==> config.mk <==
export PLATFORM = sky130hd
export DESIGN_NAME = alu_seq
export DESIGN_NICKNAME = d
export VERILOG_FILES = /design/src/rtl/alu_seq.sv
export SDC_FILE = /design/constraint.sdc
export NUM_CORES = 1
export LEC_CHECK = 0
export CAP_MARGIN = 30
export CORE_MARGIN = 2
export CORE_UTILIZATION = 52
export CTS_BUF_LIST = sky130_fd_sc_hd__clkbuf_4
export DETAILED_ROUTE_END_ITERATION = 16
export PLACE_DENSITY = 0.81
export REMOVE_ABC_BUFFERS = 1
export SLEW_MARGIN = 40
export SYNTH_ARGS = -nofsm -noshare
export SYNTH_HDL_FRONTEND = slang
export SYNTH_SLANG_ARGS = --single-unit
==> constraint.sdc <==
create_clock -name clk -period 2.8 [get_ports clk]
set_input_delay 0.56 -clock clk [delete_from_list [all_inputs] [get_ports clk]]
set_output_delay 0.56 -clock clk [all_outputs]
set_load 0.005 [all_outputs]
==> src/rtl/alu_seq.sv <==
// alu_seq: registered, parametrised ALU with a multi-cycle shift-add multiply.
//
// Accepts two WIDTH-bit operands and a 3-bit opcode on a start strobe.
// It returns a 2*WIDTH-bit registered result with a one-cycle done pulse.
// Single-cycle ops complete on the sampling edge.
// Opcode 110 (unsigned multiply) runs for WIDTH cycles with busy high.
//
// Configuration macro: ALU_SEQ_MUL_EN
//   defined   - opcode 110 runs the WIDTH-cycle shift-add multiply
//   undefined - no multiply datapath; opcode 110 loads result = 0 in one
//               cycle and busy is tied low
//
// Ports:
//   clk      in   1        system clock, rising edge
//   reset_n  in   1        asynchronous active-low reset
//   start    in   1        request, sampled only while busy = 0
//   op       in   3        opcode, sampled with start
//   a        in   WIDTH    operand A, sampled with start
//   b        in   WIDTH    operand B, sampled with start
//   busy     out  1        high while a multiply is in progress
//   done     out  1        one-cycle pulse when result is updated
//   result   out  2*WIDTH  registered result, held between operations

module alu_seq #(
    parameter int unsigned WIDTH = 4
) (
    input  logic                 clk,
    input  logic                 reset_n,
    input  logic                 start,
    input  logic [2:0]           op,
    input  logic [WIDTH-1:0]     a,
    input  logic [WIDTH-1:0]     b,
    output logic                 busy,
    output logic                 done,
    output logic [2*WIDTH-1:0]   result
);

    localparam int unsigned RW = 2 * WIDTH;

    localparam logic [2:0] OP_INC  = 3'b000;
    localparam logic [2:0] OP_ADD  = 3'b001;
    localparam logic [2:0] OP_ACC  = 3'b010;
    localparam logic [2:0] OP_BIT  = 3'b011;
    localparam logic [2:0] OP_ROR  = 3'b100;
    localparam logic [2:0] OP_CAT  = 3'b101;
    localparam logic [2:0] OP_MUL  = 3'b110;
    localparam logic [2:0] OP_CLR  = 3'b111;

    logic [RW-1:0] r_result;
    logic          r_done;
    logic [RW-1:0] w_single;

    // Result of every single-cycle opcode.
    // The accumulate op reads the pre-edge result.
    always_comb begin
        w_single = '0;
        case (op)
            OP_INC:  w_single = RW'(a) + RW'(1);
            OP_ADD:  w_single = RW'(a) + RW'(b);
            OP_ACC:  w_single = r_result + RW'(a);
            OP_BIT:  w_single = {a | b, a ^ b};
            OP_ROR:  w_single = RW'(|{a, b});
            OP_CAT:  w_single = {b, a};
            OP_MUL:  w_single = '0;
            OP_CLR:  w_single = '0;
            default: w_single = '0;
        endcase
    end

`ifdef ALU_SEQ_MUL_EN

    localparam int unsigned CNT_W = (WIDTH > 1) ? $clog2(WIDTH) : 1;

    typedef enum logic {
        S_IDLE = 1'b0,
        S_MUL  = 1'b1
    } state_t;

    state_t              r_state;
    logic                r_busy;
    logic [WIDTH-1:0]    r_mcand;
    logic [WIDTH-1:0]    r_mplier;
    logic [RW-1:0]       r_prod;
    logic [CNT_W-1:0]    r_cnt;

    logic [RW-1:0]       w_partial;
    logic [RW-1:0]       w_prod_next;

    // One shift-add step: the multiplicand is weighted by the iteration count
    // rather than shifted in place, so it can stay a WIDTH-bit register.
    assign w_partial   = r_mplier[0] ? (RW'(r_mcand) << r_cnt) : '0;
    assign w_prod_next = r_prod + w_partial;

    // Control FSM and datapath registers.
    always_ff @(posedge clk or negedge reset_n) begin
        if (!reset_n) begin
            r_state  <= S_IDLE;
            r_busy   <= 1'b0;
            r_done   <= 1'b0;
            r_result <= '0;
            r_mcand  <= '0;
            r_mplier <= '0;
            r_prod   <= '0;
            r_cnt    <= '0;
        end else begin
            r_done <= 1'b0;
            case (r_state)
                S_IDLE: begin
                    if (start) begin
                        if (op == OP_MUL) begin
                            r_mcand  <= a;
                            r_mplier <= b;
                            r_prod   <= '0;
                            r_cnt    <= '0;
                            r_busy   <= 1'b1;
                            r_state  <= S_MUL;
                        end else begin
                            r_result <= w_single;
                            r_done   <= 1'b1;
                        end
                    end
                end
                S_MUL: begin
                    r_prod   <= w_prod_next;
                    r_mplier <= r_mplier >> 1;
                    r_cnt    <= r_cnt + CNT_W'(1);
                    // The last step publishes the product including its own addend.
                    if (r_cnt == CNT_W'(WIDTH - 1)) begin
                        r_result <= w_prod_next;
                        r_done   <= 1'b1;
                        r_busy   <= 1'b0;
                        r_state  <= S_IDLE;
                    end
                end
                default: begin
                    r_state <= S_IDLE;
                    r_busy  <= 1'b0;
                end
            endcase
        end
    end

    assign busy = r_busy;

`else

    // Without the multiplier every opcode completes in a single cycle.
    always_ff @(posedge clk or negedge reset_n) begin
        if (!reset_n) begin
            r_done   <= 1'b0;
            r_result <= '0;
        end else begin
            r_done <= 1'b0;
            if (start) begin
                r_result <= w_single;
                r_done   <= 1'b1;
            end
        end
    end

    assign busy = 1'b0;

`endif

    assign done   = r_done;
    assign result = r_result;

endmodule

Word-level counts from Yosys, hierarchy flattened
Index checks and enable logic that the tools add are counted.
{"block": "totals", "elab_cells": 19, "input_bits": 14, "output_inout_bits": 10, "regBits": 9}
{"block": "op_classes", "n_bitwise": 2, "eq_ne": 7, "addsub": 3, "reduce_logical": 3, "muxes": 2}
{"cell": "one-hot mux 8 bit (7 select lines)", "count": 1}
{"cell": "== test 3 bit, second input constant", "count": 4}
{"cell": "adder 8 x 4 -> 8 bit", "count": 1}
{"cell": "OR reduction 8 bit", "count": 1}
{"cell": "== test 3 x 2 -> 1 bit, second input constant", "count": 2}
{"cell": "adder 4 x 1 -> 5 bit, second input constant", "count": 1}
{"cell": "adder 4 x 4 -> 5 bit", "count": 1}
{"cell": "bitwise OR 4 bit", "count": 1}
{"cell": "XOR 4 bit", "count": 1}
{"cell": "== test 3 x 1 -> 1 bit, second input constant", "count": 1}
{"cell": "zero test 3 bit", "count": 1}
{"cell": "OR reduction 2 bit", "count": 1}
{"cell": "two-way mux 1 bit", "count": 1}

Longest topological paths before layout
Gate-level depths: netlist (run 1).
{"block": "logic_depth", "word_depth": 3, "depth_mapped": 10, "ltp_nobuf": 9}

Worst setup path before layout (run 1)
No wires, ideal clock.
{"block": "synth_path", "kind": "input -> register", "startpoint": "in op[2]", "endpoint": "reg r_result[3] (netlist: result[3])", "slack_ns": 0.481, "setup_ns": 0.126, "t_arrival_ns": 2.193, "cell_stages": 9, "path_cell_list": "buf_2 nor2_1 nand3_1 inv_1 ha_1 a21o_1 a21oi_1 mux2i_1 o32a_1"}
{"block": "synth_between", "elab_chain_cells": 3}
{"element": "from (decl)", "line": "30", "rtl": "input logic [2:0] op,"}
{"element": "== test 3 bit", "line": "57", "rtl": "case (op)"}
{"element": "OR reduction 2 bit (no source line)"}
{"element": "one-hot mux 8 bit (7 select lines) *", "line": "57"}
{"element": "to (signal assigned)", "line": "155", "rtl": "r_result <= w_single;"}
{"element": "to (decl)", "line": "49", "rtl": "logic [RW-1:0] r_result;"}
Every way passes the cells marked *; elsewhere a longest branch is shown, timed or not.
A chain may end at the register's enable or synchronous reset.

Worst setup path after layout (run 1)
Same ends and word-level chain as after synthesis.

==> metrics.csv, run 1 <==
metric,value,unit
total_power,490.7,uW
finalCritPeriodShare,87.02,%
hold_buffers,0,
r2r_cells,6,
antenna_found_initial,0,
p_per_area,357.5,nW/um^2
crit_buf_inv,2,
crit_path_max_incr_delay,410,ps
grt_pass1_vias,1031,
ys_ff_latch,9,
syn_inst,125,
routed_wl,2787,um
cts-root-buf,clkbuf_4,
cts_setup_buffers,0,
diodes,0,
reg2reg_slack,790,ps
syn-cell-area,1071,um^2
comb_power_share,44.2,%
num_rows,16,
hold_path_class,reg -> reg,
fin_util,69.96,%
skew,1.101,ps
vias,1090,
reg2reg_to,result[4],
ys.flop_type,dfrtp_1,
clockBufferDepth,2,
ant_nets,0,
grt_pass1_wl,4547,um
p_int,326.4,uW
cts_inserted_buffers,3,
wire_per_inst,15.57,um
ys_seq_area_share,21.03,%
firstDrtPassIters,4,
place_area,1343,um^2
drv_slew,0,
hold_depth,1,
worst_hold_slack,548.6,ps
crit_chain,"clkdlybuf4s50_1, nor2_1, nand3_1, inv_1, ha_1, a21o_1, a21oi_1, mux2i_1, o32a_1",
core,1962,um^2
clkLatencyLatePin,260,ps
rsz0062_at_grt,no,
critical_path_class,in -> reg,
hold_viol_final,0,
die_x,49.39,um
fillers,179,
area_delta_synth_final,28.15,%
drv_cap,0,
outcome,completed,
fin_nets,181,
grt_use_total,24.44,%
crit_arrival,2570,ps
clk_pin_slew,60,ps
grt_max_degree,14,
p_leak,0.6655,nW
netSwitchingPower,164.3,uW
startpoint,op[2],
start_kind,input pin,
vdd_drop_max,0.3913,mV
required,2940,ps
min_from,result[0],
layout-drive-gt1-share,10.53,%
post-route-drc-count,0,
gr-total-overflow,0,
seqPwrFrac,33.9,%
final.setup.tns,0,ps
p_clk_share,21.9,%
cts_resized,0,
yosys_warnings,0,
setup_viol,0,
synth.distinct_cells,45,
async_reset_ff_share,100.0,%
synth_top_area_cell,dfrtp_1,
hold_end,result[0],
synth_edf_count,0,
cp_slowest_cell,clkdlybuf4s50_1,
viasPerCell,6.089,
globalplace.congestion,0.8108,
timing.rr.start,result[0],
cp_top_family,compound AO/OA/AOI/OAI gates,
crit_path_end_kind,flip-flop,
clock_sinks,9,
die_area,2439,um^2
die_y,49.39,um
cts_tree,built,
yosys-top-cells-area,"dfrtp_1, ha_1, inv_1, fa_1, mux2i_1",
cts_max_level,1,
avgSynthCellArea,8.568,um^2
period_needed,2437,ps
drt_iter0_drc,30,
port_buffers,22,
dp_hpwl,2273,um
worstPathMaxFanout,4,
yosysTopAreaCellShare,21.03,%
final_area,1373,um^2
fmax,410.4,MHz
swShare,33.48,%
initial_core_util,54.59,%
io_pins,24,
[final cells by class]
cell class              instances  area, um^2  share of cell area, %
clock buffers                   4       30.03                  2.188
flip-flops and latches          9       225.2                  16.41
multi-input cells              95       750.7                  54.69
repair buffers                 30       280.3                  20.42
well taps                      27       33.78                  2.461
inverters                      14       52.55                  3.829
[worst max path at each step]
stage | depth (start not counted) | slack (ps) | endpoint
final | 9 | 360 | result[3]
after global routing | 9 | 240 | result[3]
after CTS | 9 | 370 | result[3]
after detailed placement | 9 | 100 | result[3]
after global placement | 9 | 150 | result[3]
after floorplan | 8 | 640 | result[3]
[cell usage after synthesis, types with 2 or more instances]
cell	number
a211o_1	2
a21boi_0	2
a21o_1	3
a21oi_1	7
a22o_1	3
and3_1	3
buf_2	4
dfrtp_1	9
fa_1	2
ha_1	12
inv_1	14
mux2i_1	4
nand2_1	5
nand2b_1	2
nand3_1	6
nor2_1	3
nor2b_1	3
nor3_1	3
o211ai_1	3
o21ai_0	5
o22ai_1	2
o2bb2ai_1	3
or3_1	2
xor2_1	2
[flip-flops by register name, indices dropped and copies added (netlist names)]
signal  flops
result      8
done        1
[stage by stage]
stage | setup WS, ps | std cells
6_report | 363.4 | 179
5_1_grt | 241.0 | 179
4_1_cts | 373.0 | 179
3_5_place_dp | 98.88 | 175
3_3_place_gp | 148.2 | 175
2_1_floorplan | 641.9 | 118
[kinds of logic after synthesis]
logic type / count (synthesis) / synth area share (%)
AO/OA/AOI/OAI: 40 / 27.34
AND/OR/NAND/NOR: 34 / 19.28
buffers and inverters: 21 / 8.878
adder cells (fa/ha/maj): 14 / 17.76
flip-flops: 9 / 21.03
multiplexers: 4 / 3.738
XOR/XNOR: 2 / 1.636
other: 1 / 0.3501
[routing by layer]
| metal | routed length, um | track usage, % | part of all wire (%) | up-vias |
|---|---|---|---|---|
| li1 | - | - | - | 519 |
| met1 | 1167 | 29.64 | 42 | 528 |
| met2 | 1422 | 43.69 | 51 | 39 |
| met3 | 170 | 5.521 | 6.1 | 4 |
| met4 | 25 | 5.556 | 0.90 | 0 |
| met5 | 0 | 0 | 0 | - |
[power by group through the flow]
stage	Sequential, mW	Combinational (mW)	Clock, mW
after detailed placement	0.168	0.216	0
after global placement	0.167	0.206	0
final	0.166	0.217	0.108
after global routing	0.170	0.236	0.122
after CTS	0.166	0.217	0.111
after floorplan	0.166	0.110	0
[layout by cell type (no fill, tap or decap), types with 2 or more instances in the layout]
cell type,n
a21o_1,3
fa_1,2
mux2i_1,4
nand3_1,6
a21boi_0,2
nor2b_1,3
o22ai_1,2
a21oi_1,7
xor2_1,2
nor3_1,3
and3_1,3
ha_1,12
o21ai_0,5
nand2b_1,2
nor2_1,3
inv_1,14
dfrtp_1,9
a211o_1,2
clkbuf_4,4
o2bb2ai_1,3
buf_4,8
nand2_1,5
clkdlybuf4s50_1,22
or3_1,2
o211ai_1,3
a22o_1,3
[worst reg2reg max path: stages, from the launching register on]
cell and delay [ps]:
dfrtp_1 390, ha_1 210, fa_1 400, a21o_1 210
a21o_1 200, a211o_1 250, a32o_1 240
(Power assumes the default switching activity.)
==> inputs of run 2 (changes only) <==
==> constraint.sdc (replaced) <==
create_clock -name clk -period 2.8 [get_ports clk]
set_input_delay 0.56 -clock clk [delete_from_list [all_inputs] [get_ports clk]]
set_output_delay 0.56 -clock clk [all_outputs]
set_load 0.1 [all_outputs]
==> metrics.csv, run 2 (synthesis results as in run 1) <==
metric,value,unit,change
port_buffers,22,,unchanged
antenna_found_initial,0,,unchanged
cts-root-buf,clkbuf_4,,
cts_inserted_buffers,3,,unchanged
multi_input_area,750.7,um^2,unchanged
fmax,414.9,MHz,+1.1%
globalplace.congestion,0.8062,,-0.57%
layout-drive-gt1-share,16.45,%,+5.9 points
reg2reg_to,result[4],,
outcome,completed,,
dp.cells,175,,unchanged
gr-total-overflow,0,,unchanged
total_power,611.1,uW,+25%
firstDrtPassIters,4,,unchanged
grt_use_total,24.84,%,+0.40 points
cts_max_level,1,,unchanged
viasPerCell,5.966,,-2.0%
min_from,result[7],,
num_rows,16,,unchanged
worstPathMaxFanout,4,,unchanged
crit_path_end_kind,flip-flop,,
clock_sinks,9,,unchanged
regArea,225.2,um^2,unchanged
r2r_cells,6,,unchanged
final_cells,179,,unchanged
drt_iter0_drc,36,,+20%
grt_max_degree,14,,unchanged
fillers,182,,+1.7%
post-route-drc-count,0,,unchanged
crit_arrival,2560,ps,about the same
layout_commonest_cell,buf_4,,
dp_hpwl,2175,um,-4.3%
hold_path_class,reg -> reg,,
hold_viol_final,0,,unchanged
clk_pin_slew,60,ps,about the same
final_cell_mix,"buf_4, inv_1, clkdlybuf4s50_1, ha_1, dfrtp_1",,
routed_wl,2705,um,-2.9%
vdd_drop_max,0.4081,mV,+4.3%
hold_end,result[7],,
diodes,0,,unchanged
fin_nets,181,,unchanged
rsz0062_at_grt,no,,
vias,1068,,-2.0%
required,2950,ps,about the same
clockBufferDepth,2,,unchanged
ant_nets,0,,unchanged
cts_setup_buffers,0,,unchanged
core,1962,um^2,unchanged
clkLatencyLatePin,260,ps,about the same
grt_pass1_vias,1065,,+3.3%
start_kind,input pin,,
timing.rr.start,result[0],,
grt_pass1_wl,4664,um,+2.6%
area_delta_synth_final,26.05,%,
cts_resized,0,,unchanged
largest_reg_flops,8,,unchanged
die_x,49.39,um,unchanged
drv_cap,0,,unchanged
critical_path_class,in -> reg,,
final.setup.tns,0,ps,unchanged
setup_viol,0,,unchanged
io_pins,24,,unchanged
hold_buffers,0,,unchanged
die_area,2439,um^2,unchanged
wire_per_inst,15.11,um,-2.9%
die_y,49.39,um,unchanged
drv_slew,0,,unchanged
initial_core_util,54.59,%,unchanged
hold_depth,1,,unchanged
cts_tree,built,,
finalCritPeriodShare,86.08,%,-0.94 points
p_per_area,452.7,nW/um^2,+27%
reg2reg_slack,780,ps,about the same
p_leak,0.6773,nW,+1.8%
skew,6.652,ps,+5.551 ps
period_needed,2410,ps,-26.41 ps
run 2: worst max-delay path by stage:
| stage | from | end | slack (ps) | depth (start not counted) |
|---|---|---|---|---|
| 3_5_place_dp | op[2] | result[3] | 110 | 9 |
| 4_1_cts | op[2] | result[3] | 400 | 9 |
| 5_1_grt | op[2] | result[3] | 240 | 9 |
| 3_3_place_gp | op[2] | result[3] | 150 | 9 |
| 6_report | op[2] | result[3] | 390 | 9 |
| 2_1_floorplan | result[0] | result[4] | 320 | 6 |
run 2: final cells by class:
class	count	share of cell area (%)
clock buffers	4	2.224
inverters	14	3.893
multi-input cells	95	55.61
flip-flops and latches	9	16.68
well taps	27	2.502
repair buffers	30	19.09
run 2: critical path, cell delays in order:
cell and delay [ps]:
clkdlybuf4s50_1 410, nor2_1 290, nand3_1 150, inv_1 80, ha_1 220, a21o_1 170
a21oi_1 190, mux2i_1 120, o32a_1 350
run 2: power breakdown:
part	switching, mW	internal, mW	total (mW)
logic	0.225	0.109	0.334
registers	0.0209	0.146	0.167
clock network	0.0453	0.0646	0.110
run 2: through the flow:
step                util, %  setup WS, ps  hold WS, ps  area, um^2
floorplan                 -         316.6        264.4        1028
detailed placement    67.28         109.7        540.3        1320
global placement      67.28         150.7        530.6        1320
CTS                   68.81         395.3        554.4        1350
global route          68.81         239.5        574.7        1350
finish                68.81         389.8        548.1        1350
run 2: routing by layer:
layer	vias to the layer above	GRT usage, %	share of wire (%)
met1	517	31.56	43
li1	514	-	-
met5	-	0	0
met4	0	5.556	0.37
met3	2	8.282	6.2
met2	35	40.77	50
==> inputs of run 3 (changes only) <==
--- a/config.mk
+++ b/config.mk
@@ -7,10 +7,10 @@
 export LEC_CHECK = 0
 export CAP_MARGIN = 30
 export CORE_MARGIN = 2
-export CORE_UTILIZATION = 52
-export CTS_BUF_LIST = sky130_fd_sc_hd__clkbuf_4
+export CORE_UTILIZATION = 50
+export CTS_BUF_LIST = sky130_fd_sc_hd__clkbuf_4 sky130_fd_sc_hd__clkbuf_8 sky130_fd_sc_hd__clkbuf_16
 export DETAILED_ROUTE_END_ITERATION = 16
-export PLACE_DENSITY = 0.81
+export PLACE_DENSITY = 0.78
 export REMOVE_ABC_BUFFERS = 1
 export SLEW_MARGIN = 40
 export SYNTH_ARGS = -nofsm -noshare
==> metrics.csv, run 3 (synthesis results as in run 1) <==
metric,value,unit,change
cts_resized,0,,unchanged
num_rows,16,,unchanged
vias,1044,,-2.2%
initial_core_util,54.04,%,-0.55 points
crit_chain,"clkdlybuf4s50_1, ha_1, fa_1, a21o_1, a21o_1, a211o_1, a32o_1",,
wire_per_inst,14.98,um,-0.85%
p_leak,0.6731,nW,-0.62%
grt_use_total,24.04,%,-0.80 points
cp_common_cell,a21o_1,,
clockBufferDepth,2,,unchanged
diodes,0,,unchanged
vdd_drop_max,0.2731,mV,-33%
start_kind,input pin,,
cp_slowest_cell,clkdlybuf4s50_1,,
port_buffers,22,,unchanged
p_per_area,458.5,nW/um^2,+1.3%
fmax,416.2,MHz,+0.30%
grt_pass1_vias,998,,-6.3%
firstDrtPassIters,4,,unchanged
crit_arrival,2560,ps,about the same
worst_hold_slack,551.2,ps,+3.155 ps
final.setup.tns,0,ps,unchanged
cts_max_level,1,,unchanged
finalCritPeriodShare,85.82,%,-0.26 points
netSwitchingPower,296.1,uW,+1.7%
outcome,completed,,
r2r_cells,6,,unchanged
comb_power_share,54.0,%,-0.7 points
hold_buffers,0,,unchanged
drv_cap,0,,unchanged
cts_inserted_buffers,3,,unchanged
final_area,1343,um^2,-0.56%
clock_sinks,9,,unchanged
crit_path_end_kind,flip-flop,,
layout_commonest_cell,buf_4,,
rsz0062_at_grt,no,,
die_x,50.28,um,+1.8%
drv_slew,0,,unchanged
final_cell_mix,"buf_4, inv_1, clkdlybuf4s50_1, ha_1, dfrtp_1",,
required,2960,ps,about the same
ant_nets,0,,unchanged
seqPwrFrac,27.1,%,-0.3 points
swShare,48.10,%,+0.47 points
layout-drive-gt1-share,15.89,%,-0.55 points
clkLatencyLatePin,270,ps,about the same
cts_setup_buffers,0,,unchanged
cts-root-buf,clkbuf_4,,
die_area,2528,um^2,+3.7%
drt_iter0_drc,25,,-31%
dp_hpwl,2119,um,-2.6%
p_clk_share,19.0,%,+1.0 points
period_needed,2403,ps,-7.182 ps
skew,6.709,ps,+0.05774 ps
antenna_found_initial,0,,unchanged
critical_path_class,in -> reg,,
hold_path_class,reg -> reg,,
hold_depth,1,,unchanged
post-route-drc-count,0,,unchanged
fin_nets,180,,-0.55%
io_pins,24,,unchanged
gr-total-overflow,0,,unchanged
p_int,319.5,uW,-0.18%
clk_pin_slew,70,ps,about the same
area_delta_synth_final,25.35,%,
globalplace.congestion,0.8618,,+6.9%
worstPathMaxFanout,3,,-1
grt_max_degree,14,,unchanged
routed_wl,2667,um,-1.4%
worst_slack,397.0,ps,+7.182 ps
cts_tree,built,,
core,1982,um^2,+1.0%
setup_viol,0,,unchanged
dp_slack,119.0,ps,+9.301 ps
die_y,50.28,um,+1.8%
viasPerCell,5.865,,-1.7%
grt_pass1_wl,4609,um,-1.2%
largest_reg_flops,8,,unchanged
place_area,1313,um^2,-0.57%
hold_viol_final,0,,unchanged
crit_path_max_incr_delay,450,ps,+40 ps
-- run 3: path summary, 6_finish.rpt --
check / from / endpoint / slack (ps)
worst max-delay path: a[0] / result[4] / 400
worst min-delay path: result[7] / result[7] / 550
worst max register to register: result[0] / result[4] / 770
worst min register to register: result[7] / result[7] / 550
max in group asynchronous: reset_n / result[5] / 1880
min in group asynchronous: reset_n / result[3] / 600
-- run 3: metrics by stage --
stage                     power [mW]  std cells  utilization (%)
after global routing          0.6529        178            67.74
after floorplan               0.4002        118                -
final                         0.6156        178            67.74
after detailed placement      0.5006        174            66.22
after global placement        0.4949        174            66.22
after CTS                     0.6176        178            67.74
-- run 3: worst max-delay path, delay by kind of cell --
family | cells | cell delay, ps
AO/OA/AOI/OAI | 4 | 890
buffers and inverters | 1 | 450
adder cells (fa/ha/maj) | 2 | 650
-- run 3: metal layers --
layer  routed length (um)  global-route usage, %
met4                   42                  10.19
met2                 1233                  35.96
met5                    0                      0
met3                  210                  6.845
met1                 1180                  32.10
-- run 3: power by group through the flow --
stage	clock network, mW	registers [mW]	logic, mW
after global placement	0	0.167	0.328
after detailed placement	0	0.169	0.331
after CTS	0.119	0.167	0.332
after global routing	0.128	0.170	0.355
final	0.117	0.167	0.332
after floorplan	0	0.284	0.116
-- run 3: area by class of cell --
class / instances / area [um^2]
multi-input cells: 95 / 750.7
clock buffers: 4 / 30.03
repair buffers: 29 / 250.2
fillers: 162 / 639.4
inverters: 14 / 52.55
well taps: 27 / 33.78
flip-flops and latches: 9 / 225.2
